===== src/rtl/ps2_wasd_if.sv =====
// PS/2 pin pair plus decoded WASD levels and received-byte reporting.
interface ps2_wasd_if;
    logic       ps2_clk;
    logic       ps2_data;
    logic       w;
    logic       a;
    logic       s;
    logic       d;
    logic [7:0] scan_code;
    logic       scan_valid;
    logic       frame_err;

    // Keyboard / pin side: drives the raw lines, observes the decoded results.
    modport master (
        output ps2_clk, ps2_data,
        input  w, a, s, d, scan_code, scan_valid, frame_err
    );

    // Decoder side.
    modport slave (
        input  ps2_clk, ps2_data,
        output w, a, s, d, scan_code, scan_valid, frame_err
    );
endinterface


===== src/rtl/ps2_wasd_decoder.sv =====
// PS/2 Set-2 receiver that turns W/A/S/D make/break codes into active-low
// held-key levels for the player movement controller.
// Optional macro ARROW_KEYS_EN: arrow keys (E0-prefixed) also drive w/a/s/d.
module ps2_wasd_decoder #(
    parameter int unsigned FILTER_LEN     = 8,
    parameter int unsigned TIMEOUT_CYCLES = 25000
) (
    input  logic      clk,
    input  logic      reset,
    ps2_wasd_if.slave bus
);
    localparam int unsigned FCW = $clog2(FILTER_LEN + 1);
    localparam int unsigned WDW = $clog2(TIMEOUT_CYCLES + 1);
    localparam int unsigned BCW = 3;

    typedef enum logic [1:0] {IDLE, DATA, PARITY, STOP} state_t;

    logic [1:0]     clk_sync;
    logic [1:0]     data_sync;
    logic           clk_filt;
    logic [FCW-1:0] flt_cnt;
    logic           fall_c;
    logic           data_bit_c;

    state_t         state, state_d;
    logic [BCW-1:0] bit_cnt, bit_cnt_d;
    logic [7:0]     shift, shift_d;
    logic           par_ok, par_ok_d;
    logic [WDW-1:0] wd, wd_d;
    logic           good_c, err_c;

    logic [7:0]     scan_code_q;
    logic           scan_valid_q;
    logic           frame_err_q;

    logic           brk, brk_d;
    logic           ext, ext_d;
    logic [3:0]     wasd, wasd_d;      // pressed bits: [0]=W [1]=A [2]=S [3]=D
    logic [3:0]     arrow, arrow_d;    // pressed bits: [0]=up [1]=left [2]=down [3]=right
    logic [3:0]     held_c;
    logic           w_q, a_q, s_q, d_q;

    // Two-stage synchronizers for the asynchronous PS/2 lines.
    always_ff @(posedge clk) begin
        if (reset) begin
            clk_sync  <= 2'b11;
            data_sync <= 2'b11;
        end else begin
            clk_sync  <= {clk_sync[0], bus.ps2_clk};
            data_sync <= {data_sync[0], bus.ps2_data};
        end
    end

    // Glitch filter: flip only after FILTER_LEN consecutive disagreeing samples.
    always_ff @(posedge clk) begin
        if (reset) begin
            clk_filt <= 1'b1;
            flt_cnt  <= '0;
        end else if (clk_sync[1] != clk_filt) begin
            if (flt_cnt == FCW'(FILTER_LEN - 1)) begin
                clk_filt <= clk_sync[1];
                flt_cnt  <= '0;
            end else begin
                flt_cnt <= flt_cnt + FCW'(1);
            end
        end else begin
            flt_cnt <= '0;
        end
    end

    // The fall event is the cycle in which the filter commits a 1->0 flip.
    assign fall_c     = clk_filt & ~clk_sync[1] & (flt_cnt == FCW'(FILTER_LEN - 1));
    assign data_bit_c = data_sync[1];

    // Receiver state register.
    always_ff @(posedge clk) begin
        if (reset) begin
            state   <= IDLE;
            bit_cnt <= '0;
            shift   <= '0;
            par_ok  <= 1'b0;
            wd      <= '0;
        end else begin
            state   <= state_d;
            bit_cnt <= bit_cnt_d;
            shift   <= shift_d;
            par_ok  <= par_ok_d;
            wd      <= wd_d;
        end
    end

    // Receiver next state, frame checks and inactivity watchdog.
    always_comb begin
        state_d   = state;
        bit_cnt_d = bit_cnt;
        shift_d   = shift;
        par_ok_d  = par_ok;
        wd_d      = (state == IDLE || fall_c) ? '0 : wd + WDW'(1);
        good_c    = 1'b0;
        err_c     = 1'b0;
        case (state)
            IDLE: begin
                // A fall with data high is a line glitch, not a start bit.
                if (fall_c && !data_bit_c) begin
                    state_d   = DATA;
                    bit_cnt_d = '0;
                end
            end
            DATA: begin
                if (fall_c) begin
                    shift_d   = {data_bit_c, shift[7:1]};
                    bit_cnt_d = bit_cnt + BCW'(1);
                    if (bit_cnt == BCW'(7)) state_d = PARITY;
                end
            end
            PARITY: begin
                if (fall_c) begin
                    par_ok_d = ^{shift, data_bit_c};
                    state_d  = STOP;
                end
            end
            STOP: begin
                if (fall_c) begin
                    state_d = IDLE;
                    if (data_bit_c && par_ok) good_c = 1'b1;
                    else                      err_c  = 1'b1;
                end
            end
            default: state_d = IDLE;
        endcase
        // Abandon a stalled frame.
        if (state != IDLE && !fall_c && wd == WDW'(TIMEOUT_CYCLES - 1)) begin
            state_d = IDLE;
            wd_d    = '0;
            err_c   = 1'b1;
        end
    end

    // Registered byte report and error pulse.
    always_ff @(posedge clk) begin
        if (reset) begin
            scan_code_q  <= 8'h00;
            scan_valid_q <= 1'b0;
            frame_err_q  <= 1'b0;
        end else begin
            scan_valid_q <= good_c;
            frame_err_q  <= err_c;
            if (good_c) scan_code_q <= shift;
        end
    end

    // Make/break decoding of each reported byte; errors drop pending prefixes.
    always_comb begin
        brk_d   = brk;
        ext_d   = ext;
        wasd_d  = wasd;
        arrow_d = arrow;
        if (frame_err_q) begin
            brk_d = 1'b0;
            ext_d = 1'b0;
        end else if (scan_valid_q) begin
            if (scan_code_q == 8'hF0) begin
                brk_d = 1'b1;
            end else if (scan_code_q == 8'hE0) begin
                ext_d = 1'b1;
            end else begin
                if (!ext) begin
                    case (scan_code_q)
                        8'h1D:   wasd_d[0] = !brk;
                        8'h1C:   wasd_d[1] = !brk;
                        8'h1B:   wasd_d[2] = !brk;
                        8'h23:   wasd_d[3] = !brk;
                        default: ;
                    endcase
                end
`ifdef ARROW_KEYS_EN
                else begin
                    case (scan_code_q)
                        8'h75:   arrow_d[0] = !brk;
                        8'h6B:   arrow_d[1] = !brk;
                        8'h72:   arrow_d[2] = !brk;
                        8'h74:   arrow_d[3] = !brk;
                        default: ;
                    endcase
                end
`endif
                brk_d = 1'b0;
                ext_d = 1'b0;
            end
        end
        held_c = wasd_d | arrow_d;
    end

    // Decoder flags, pressed bits and the active-low key levels.
    always_ff @(posedge clk) begin
        if (reset) begin
            brk   <= 1'b0;
            ext   <= 1'b0;
            wasd  <= '0;
            arrow <= '0;
            w_q   <= 1'b1;
            a_q   <= 1'b1;
            s_q   <= 1'b1;
            d_q   <= 1'b1;
        end else begin
            brk   <= brk_d;
            ext   <= ext_d;
            wasd  <= wasd_d;
            arrow <= arrow_d;
            w_q   <= ~held_c[0];
            a_q   <= ~held_c[1];
            s_q   <= ~held_c[2];
            d_q   <= ~held_c[3];
        end
    end

    assign bus.w          = w_q;
    assign bus.a          = a_q;
    assign bus.s          = s_q;
    assign bus.d          = d_q;
    assign bus.scan_code  = scan_code_q;
    assign bus.scan_valid = scan_valid_q;
    assign bus.frame_err  = frame_err_q;
endmodule


===== src/flat_wrapper.sv =====
// flat-port wrapper written by rule: the top's interface ports become plain ports
module ps2_wasd_decoder_flat 
#(
    parameter int unsigned FILTER_LEN     = 8,
    parameter int unsigned TIMEOUT_CYCLES = 25000
)
  (clk, reset, bus_ps2_clk, bus_ps2_data, bus_w, bus_a, bus_s, bus_d, bus_scan_code, bus_scan_valid, bus_frame_err);
  ps2_wasd_if bus_i ();
  input  logic clk;
  input  logic reset;
  input wire logic [$bits(bus_i.ps2_clk)-1:0] bus_ps2_clk;
  input wire logic [$bits(bus_i.ps2_data)-1:0] bus_ps2_data;
  output wire logic [$bits(bus_i.w)-1:0] bus_w;
  output wire logic [$bits(bus_i.a)-1:0] bus_a;
  output wire logic [$bits(bus_i.s)-1:0] bus_s;
  output wire logic [$bits(bus_i.d)-1:0] bus_d;
  output wire logic [$bits(bus_i.scan_code)-1:0] bus_scan_code;
  output wire logic [$bits(bus_i.scan_valid)-1:0] bus_scan_valid;
  output wire logic [$bits(bus_i.frame_err)-1:0] bus_frame_err;
  assign bus_i.ps2_clk = bus_ps2_clk;
  assign bus_i.ps2_data = bus_ps2_data;
  assign bus_w = bus_i.w;
  assign bus_a = bus_i.a;
  assign bus_s = bus_i.s;
  assign bus_d = bus_i.d;
  assign bus_scan_code = bus_i.scan_code;
  assign bus_scan_valid = bus_i.scan_valid;
  assign bus_frame_err = bus_i.frame_err;
  ps2_wasd_decoder #(.FILTER_LEN(FILTER_LEN), .TIMEOUT_CYCLES(TIMEOUT_CYCLES)) u_core (.clk(clk), .reset(reset), .bus(bus_i));
endmodule

===== config.mk =====
export PLATFORM = sky130hd
export DESIGN_NAME = ps2_wasd_decoder_flat
export DESIGN_NICKNAME = d
export VERILOG_FILES = /design/src/rtl/ps2_wasd_if.sv /design/src/rtl/ps2_wasd_decoder.sv /design/src/flat_wrapper.sv
export SDC_FILE = /design/constraint.sdc
export NUM_CORES = 1
export LEC_CHECK = 0
export ABC_AREA = 1
export CAP_MARGIN = 20
export CORE_UTILIZATION = 32
export DETAILED_ROUTE_END_ITERATION = 12
export GPL_TIMING_DRIVEN = 0
export PLACE_DENSITY_LB_ADDON = 0.1
export SLEW_MARGIN = 30
export SYNTH_ARGS = -nofsm -noshare
export SYNTH_HDL_FRONTEND = slang
export SYNTH_SLANG_ARGS = --single-unit
export TNS_END_PERCENT = 50

===== constraint.sdc =====
create_clock -name clk -period 2.05 [get_ports clk]
set_clock_uncertainty 0.05 [all_clocks]
set_input_delay 0.41 -clock clk [delete_from_list [all_inputs] [get_ports clk]]
set_output_delay 0.41 -clock clk [all_outputs]
set_load 0.1 [all_outputs]

# After elaboration in Yosys (flattened, before gate mapping)
# Index checks and enable logic that the tools add are counted.
# op_classes
add_sub_neg,3
eq_ne,19
mux,28
bitwise_logic,9
reduce_logical,23
# ops
cell,count
== test 8 x 5 -> 1 bit (second input constant),3
two-way mux 4 bit,5
== test 8 bit (second input constant),2
adder 15 x 1 -> 15 bit (second input constant),1
== test 15 bit (second input constant),1
two-way mux 1 bit,14
two-way mux 2 bit,5
!= test 2 x 1 -> 1 bit (second input constant),5
AND reduction 2 bit,5
XOR reduction 9 bit,1
== test 8 x 6 -> 1 bit (second input constant),1
case mux 2 bit (4 select lines),1
NOT 1 bit,7
two-way mux 3 bit,2
case mux 3 bit (2 select lines),1
OR reduction 3 bit,2
AND reduction 5 bit,1
adder 4 x 1 -> 4 bit (second input constant),1
== test 2 bit (second input constant),2
== test 4 x 3 -> 1 bit (second input constant),1
logical AND 1 bit,4
nonzero test 2 bit,2
OR reduction 2 bit,2
adder 3 x 1 -> 3 bit (second input constant),1
9 further kinds,12
# word_totals
ff_bits,58
output_inout_bits,14

# Logic depth before layout (Yosys ltp)
# Gate-level depths: netlist of run 1.
# logic_depth
word_depth,8
mapped_depth,10
depth_no_buf,10

# Worst setup path before layout of run 1
# OpenSTA, ideal clock, no wires.
# synth_timing
kind,flip-flop to flip-flop
start,register u_core.scan_code_q[3] (netlist: u_core.bus.scan_code[3])
end,register u_core.a_q (netlist: u_core.bus.a)
setup_ps,133
t_arrival_ps,1801
path_slack_ps,66
stages_incl_launch_ff,8
synth_period_minus_slack_ps,1984
cell_sequence,dfxtp_1 > inv_1 > nand2_1 > nor2_1 > nand3_1 > nand3_1 > o21bai_1 > nand3_1
# synth_via
elab_chain_cells,8
# synth_rtl
item,line,rtl
start: declaration,ps2_wasd_decoder.sv:32,logic [7:0] scan_code_q;
start signal: assignment,ps2_wasd_decoder.sv:148,if (good_c) scan_code_q <= shift;
== test 8 x 5 -> 1 bit,ps2_wasd_decoder.sv:168,case (scan_code_q)
two-way mux 1 bit,ps2_wasd_decoder.sv:168,
two-way mux 4 bit,ps2_wasd_decoder.sv:167,if (!ext) begin
two-way mux 4 bit,ps2_wasd_decoder.sv:164,end else if (scan_code_q == 8'hE0) begin
two-way mux 4 bit *,ps2_wasd_decoder.sv:162,if (scan_code_q == 8'hF0) begin
two-way mux 4 bit *,ps2_wasd_decoder.sv:161,end else if (scan_valid_q) begin
two-way mux 4 bit *,ps2_wasd_decoder.sv:158,if (frame_err_q) begin
NOT 1 bit *,ps2_wasd_decoder.sv:211,a_q <= ~held_c[1];
end signal: assignment,ps2_wasd_decoder.sv:211,
end: declaration,ps2_wasd_decoder.sv:41,"logic w_q, a_q, s_q, d_q;"
# Mark *: on every way between the ends. The rest lies on a longest branch, timed or not.
# A chain may end at the register's enable or synchronous reset.

# Final worst setup path of run 1
# layout_timing
start,register u_core.scan_code_q[6] (netlist: u_core.bus.scan_code[6])
end,output bus_scan_code[6]
# layout_rtl
item,line,rtl
end: declaration,flat_wrapper.sv:17,output wire logic [$bits(bus_i.scan_code)-1:0] bus_scan_code;
# No word-level cell between the ends.

==> impl_metrics.toml, run 1 <==
[drt]
drt_wl_total_microns = 5280
avgRoutedWirePerCell_microns = 10.6
num_vias = 2186
drtAntennaViolNets = 0
viasPerCell = 4.40
drtPass1Iterations = 4
drc = 0
drtIter0Drc = 40

[critical_path]
crit_path_max_incr_delay_ns = 0.84
slowest_stage = "clkdlybuf4s15_1"
critPathKind = "flop to output pin"
end_kind = "output pin"
start_kind = "flop"
cp_cell_sequence = "clkdlybuf4s15_1"
cp.required_ns = 1.59
critPathMaxFanout = 4
worst-path-buf-inv = 1
path_delay_family = "buffers and inverters"
cp.arrival_ns = 1.54

[sta]
rsz0062_at_grt = "no"
fin_crit_sh_pct = 97.4
final-max-slew-violation-count = 0
worstMarginPinSlew_ns = 0.950
fin_crit_ns = 2.00
fmaxAchievable_ghz = 0.501
hold_viol_final = 0
setup_viol = 0
setup_slack_ns = 0.0526
whs_ns = 0.361
tns_ns = 0
relSlewSlack_pct = 36.9

[layout]
layout-drive-gt1-share_pct = 8.86
antenna_cells = 0
area_growth_pct = 18.0
n_fill_cell = 815
nets = 404
multi_input_area_sq_um = 1250
regArea_sq_um = 1160
instances_no_fill = 497

[power]
irDropWorstVdd_uv = 445
power.leakage_nw = 1.25
power.density_nw_per_um2 = 733

[cts]
clk_path_buf_depth = 2
numClockSinks = 58
htree_levels = 3
cts-root-buf = "clkbuf_8"
cts_tree = "done"
clk_pin_slew_ns = 0.06
numCtsBuffers = 9
cts_hold_buf = 0
clk_latency_ns = 0.34

[yosys]
synth_edf_count = 0
ys_seq_area_share_pct = 43.7
netlist_instances = 363
synth.most_common_cell = "nand2_1"
synthTopCellsByCount = "nand2_1 (67), nor2_1 (60), dfxtp_1 (58)"
synth_cell_types = 24
synth_nets = 376
synthTopCellsByArea = "dfxtp_1 (44%), nand2_1 (9.5%), nor2_1 (8.5%)"
ys_seq_elements = 58
async_reset_ff_share_pct = 0
synth_area_sq_um = 2660
yosys.area.top_type = "dfxtp_1"
synth_top_area_share_pct = 43.7
synth.avg_cell_area_sq_um = 7.32
synth_warnings = 0
synth_ff_type = "dfxtp_1"

[floorplan]
dieHeight_microns = 93.1
core_area_sq_um = 7890
num_io_pins = 18
fp.dieW_microns = 93.1
die_area_sq_um = 8670
start_util_pct = 33.7
rows = 32

[hold_path]
hp-class = "flop to flop"

[global_routing]
grt_pass1_wl_microns = 9040
grt.total_usage_pct = 13.6
grt_remaining_overflow = 0
antenna_found_initial = 0
grt_max_degree = 11
first_global_vias = 1998

[placed_design]
port_buffers = 17
routabilityCongestion = 0.749
dp_cells = 482
hpwlAfterDp_microns = 3910
pre_cts_slack_ns = 0.00730

[run_status]
outcome = "completed"

[flow_run]
max_cap_violations = 0
==> where the power goes <==
part	leakage [nW]	switching, mW	total (mW)	internal (mW)
clock network	0.106	0.440	1.09	0.653
registers	0.468	0.00407	1.14	1.13
logic	0.679	0.0426	0.0679	0.0252
==> state kept, by name (all words and copies together), names as in the netlist, 2 cells and up, named ones only <==
register and cells:
u_core.state 2, u_core.bit_cnt 3, u_core.flt_cnt 4, u_core.wd 15, u_core.shift 8, u_core.bus.scan_code 8
u_core.data_sync 2, u_core.clk_sync 2
==> routing by layer <==
layer  share of wire, %  global-route usage (%)
met5                  0                       0
met1                 50                    16.4
met2                 44                    22.1
met4                1.4                    4.62
met3                4.5                    5.12
==> cell type report <==
cell class / instances / share of cell area [%]
tap: 102 / 4.07
inverter: 54 / 6.46
buffer: 6 / 1.28
clock inverter: 2 / 1.12
clock buffer: 13 / 5.39
multi-input combinational: 245 / 39.9
sequential: 58 / 37.0
timing repair buffer: 17 / 4.71
==> cells by family (layout without fill, tap and decap cells) <==
| logic type | after synthesis | after routing | synth area share (%) |
|---|---|---|---|
| compound gates | 49 | 49 | 9.99 |
| xor+xnor | 16 | 16 | 5.28 |
| fa+ha+maj | 9 | 9 | 4.24 |
| buf+inv | 60 | 92 | 9.14 |
| flops | 58 | 58 | 43.7 |
| simple gates | 171 | 171 | 27.6 |
==> per-stage QoR <==
stage,util (%),cell area [sq um],total power [mW]
finish,39.8,3140,2.30
global route,39.8,3140,2.39
CTS,39.9,3150,2.34
detailed placement,37.5,2950,1.23
global placement,37.5,2950,1.23
floorplan,-,2660,1.21
==> final timing paths <==
path | start | depth (start not counted) | slack (ns) | endpoint
worst min register to register | u_core.data_sync[0] | 1 | 0.36 | u_core.data_sync[1]
worst max register to register | u_core.flt_cnt[0] | 7 | 0.42 | u_core.bus.scan_code[7]
worst max-delay path | u_core.bus.scan_code[6] | 1 | 0.05 | bus_scan_code[6]
worst min-delay path | u_core.data_sync[0] | 1 | 0.36 | u_core.data_sync[1]
==> cell usage in the layout, fill, tap and decap left out, drive strengths merged <==
| cell | count |
|---|---|
| clkdlybuf4s15 | 5 |
| nand3 | 22 |
| o21bai | 5 |
| ha | 9 |
| xor2 | 9 |
| dfxtp | 58 |
| o21ai | 21 |
| clkdlybuf4s50 | 3 |
| nor2 | 60 |
| nor3 | 9 |
| dlygate4sd2 | 5 |
| nand4 | 7 |
| o311ai | 1 |
| buf | 4 |
| nand2 | 68 |
| or2 | 5 |
| bufinv | 1 |
| clkinv | 2 |
| inv | 53 |
| clkbuf | 19 |
| a21oi | 22 |
| xnor2 | 7 |
==> timing repair <==
item	in CTS	in global routing
setup buffers	0	0
endpoints found under the setup margin	14	6
pin swaps	0	0
gates resized for setup	22	8
(Power assumes the default switching activity.)
==> inputs of run 2 (changes only) <==
--- a/config.mk
+++ b/config.mk
@@ -9,8 +9,10 @@
 export CAP_MARGIN = 20
 export CORE_UTILIZATION = 32
 export DETAILED_ROUTE_END_ITERATION = 12
+export GPL_ROUTABILITY_DRIVEN = 0
 export GPL_TIMING_DRIVEN = 0
 export PLACE_DENSITY_LB_ADDON = 0.1
+export SETUP_SLACK_MARGIN = 0.3
 export SLEW_MARGIN = 30
 export SYNTH_ARGS = -nofsm -noshare
 export SYNTH_HDL_FRONTEND = slang
==> run 2 against run 1 <==
Effect of this change: worst setup slack better by 0.26 ns; sequential power hardly changed; largest cell class unchanged; maximum frequency is 15% higher; via count is 0.69% higher; critical path depth stayed put; flip-flop and latch count stayed put; utilization is 0.22 points lower; register-to-register slack better by 0.05 ns; non-clock buffer count stayed put.
==> impl_metrics.toml, run 2 (same netlist as run 1, synthesis figures left out) <==
[cts]
cts-root-buf = "clkbuf_8"
clk_pin_slew_ns = 0.06
cts_tree = "done"
numCtsBuffers = 9
numClockSinks = 58
clk_path_buf_depth = 2
clk_latency_ns = 0.33
htree_levels = 3

[flow_run]
max_cap_violations = 0

[sta]
setup_slack_ns = 0.312
relSlewSlack_pct = 63.4
final-max-slew-violation-count = 0
tns_ns = 0
hold_viol_final = 0
fmaxAchievable_ghz = 0.576
setup_viol = 0
fin_crit_ns = 1.74
worstMarginPinSlew_ns = 0.552
rsz0062_at_grt = "yes"
fin_crit_sh_pct = 84.8

[drt]
drtPass1Iterations = 4
drtAntennaViolNets = 0
viasPerCell = 4.42
num_vias = 2201
drtIter0Drc = 65
drc = 0
avgRoutedWirePerCell_microns = 10.7
drt_wl_total_microns = 5320

[power]
power.leakage_nw = 1.24
power.density_nw_per_um2 = 701
irDropWorstVdd_uv = 365

[layout]
final_cell_mix = "nand2_1 (67), nor2_1 (60), inv_1 (51)"
largest_register_ff_count = 15
regArea_sq_um = 1170
antenna_cells = 0
top_register = "u_core.wd"
final_common_cell = "nand2_1"
area_growth_pct = 17.4
layout-drive-gt1-share_pct = 13.4
multi_input_area_sq_um = 1250
nets = 404
n_fill_cell = 837

[critical_path]
cp.arrival_ns = 1.28
crit_path_max_incr_delay_ns = 0.57
start_kind = "flop"
reg2reg_slack_ns = 0.47
end_kind = "output pin"
critPathKind = "flop to output pin"
cp_cell_sequence = "clkdlybuf4s15_2"
rr_endpoint = "u_core.wd[4]"
rr_startpoint = "u_core.wd[0]"
critPathMaxFanout = 3
reg2reg_depth = 9
worst-path-buf-inv = 1
crit_start = "u_core.bus.frame_err"
cp.required_ns = 1.59
worst-path-stages = 1
slowest_stage = "clkdlybuf4s15_2"
critPathCapture = "bus_frame_err"
path_delay_family = "buffers and inverters"

[floorplan]
die_area_sq_um = 8670
core_area_sq_um = 7890
num_io_pins = 18
rows = 32
dieHeight_microns = 93.1
fp.dieW_microns = 93.1
start_util_pct = 33.7

[hold_path]
hp-class = "flop to flop"

[placed_design]
pre_cts_slack_ns = 0.0897
port_buffers = 17
hpwlAfterDp_microns = 3890

[global_routing]
first_global_vias = 2081
grt_max_degree = 11
grt_pass1_wl_microns = 9270
grt_remaining_overflow = 0
antenna_found_initial = 0
grt.total_usage_pct = 13.9

[run_status]
outcome = "completed"
==> run 2: repair_timing <==
action	in CTS	in global routing
resized for setup	28	19
endpoints found under the setup margin	14	22
setup buffers	0	0
hold buffers	0	0
==> run 2: stage by stage <==
step                      instance area, sq um  total power [mW]  hold WS [ns]  std cells  util [%]
after detailed placement                  2970              1.23         0.350        482      37.6
after CTS                                 3150              2.22         0.367        498      39.9
after global placement                    2970              1.23         0.344        482      37.6
final                                     3120              2.19         0.367        498      39.5
after global routing                      3120              2.27         0.371        498      39.5
after floorplan                           2670              1.21         0.339        363         -
==> run 2: layout make-up <==
type / instances / area share (%)
Clock inverter: 2 / 0.321
Multi-Input combinational cell: 245 / 40.2
Clock buffer: 14 / 5.54
Sequential cell: 58 / 37.6
Buffer: 6 / 1.28
Timing Repair Buffer: 17 / 4.41
Tap cell: 102 / 4.09
Inverter: 54 / 6.50
==> run 2: worst min path at each step <==
stage                              startpoint                   to  slack, ns  depth (start not counted)
after floorplan            u_core.clk_sync[0]   u_core.clk_sync[1]       0.34                          1
after global placement    u_core.data_sync[0]  u_core.data_sync[1]       0.34                          1
after detailed placement  u_core.data_sync[0]  u_core.data_sync[1]       0.35                          1
after CTS                  u_core.clk_sync[0]   u_core.clk_sync[1]       0.37                          1
after global routing       u_core.clk_sync[0]   u_core.clk_sync[1]       0.37                          1
final                      u_core.clk_sync[0]   u_core.clk_sync[1]       0.37                          1
==> run 2: report_power, final <==
group | total (mW) | switching, mW | internal [mW]
Combinational | 0.0684 | 0.0429 | 0.0255
Clock | 0.980 | 0.445 | 0.535
Sequential | 1.14 | 0.00419 | 1.13
Total | 2.19 | 0.492 | 1.69
==> run 2: metal layers <==
layer  vias up  wire (microns)  global-route usage (%)
met5         -               0                       0
met4         0             126                    7.31
met3        12             197                    4.15
met2        26            2380                    22.7
met1       956            2620                    16.3
li1       1207               -                       -
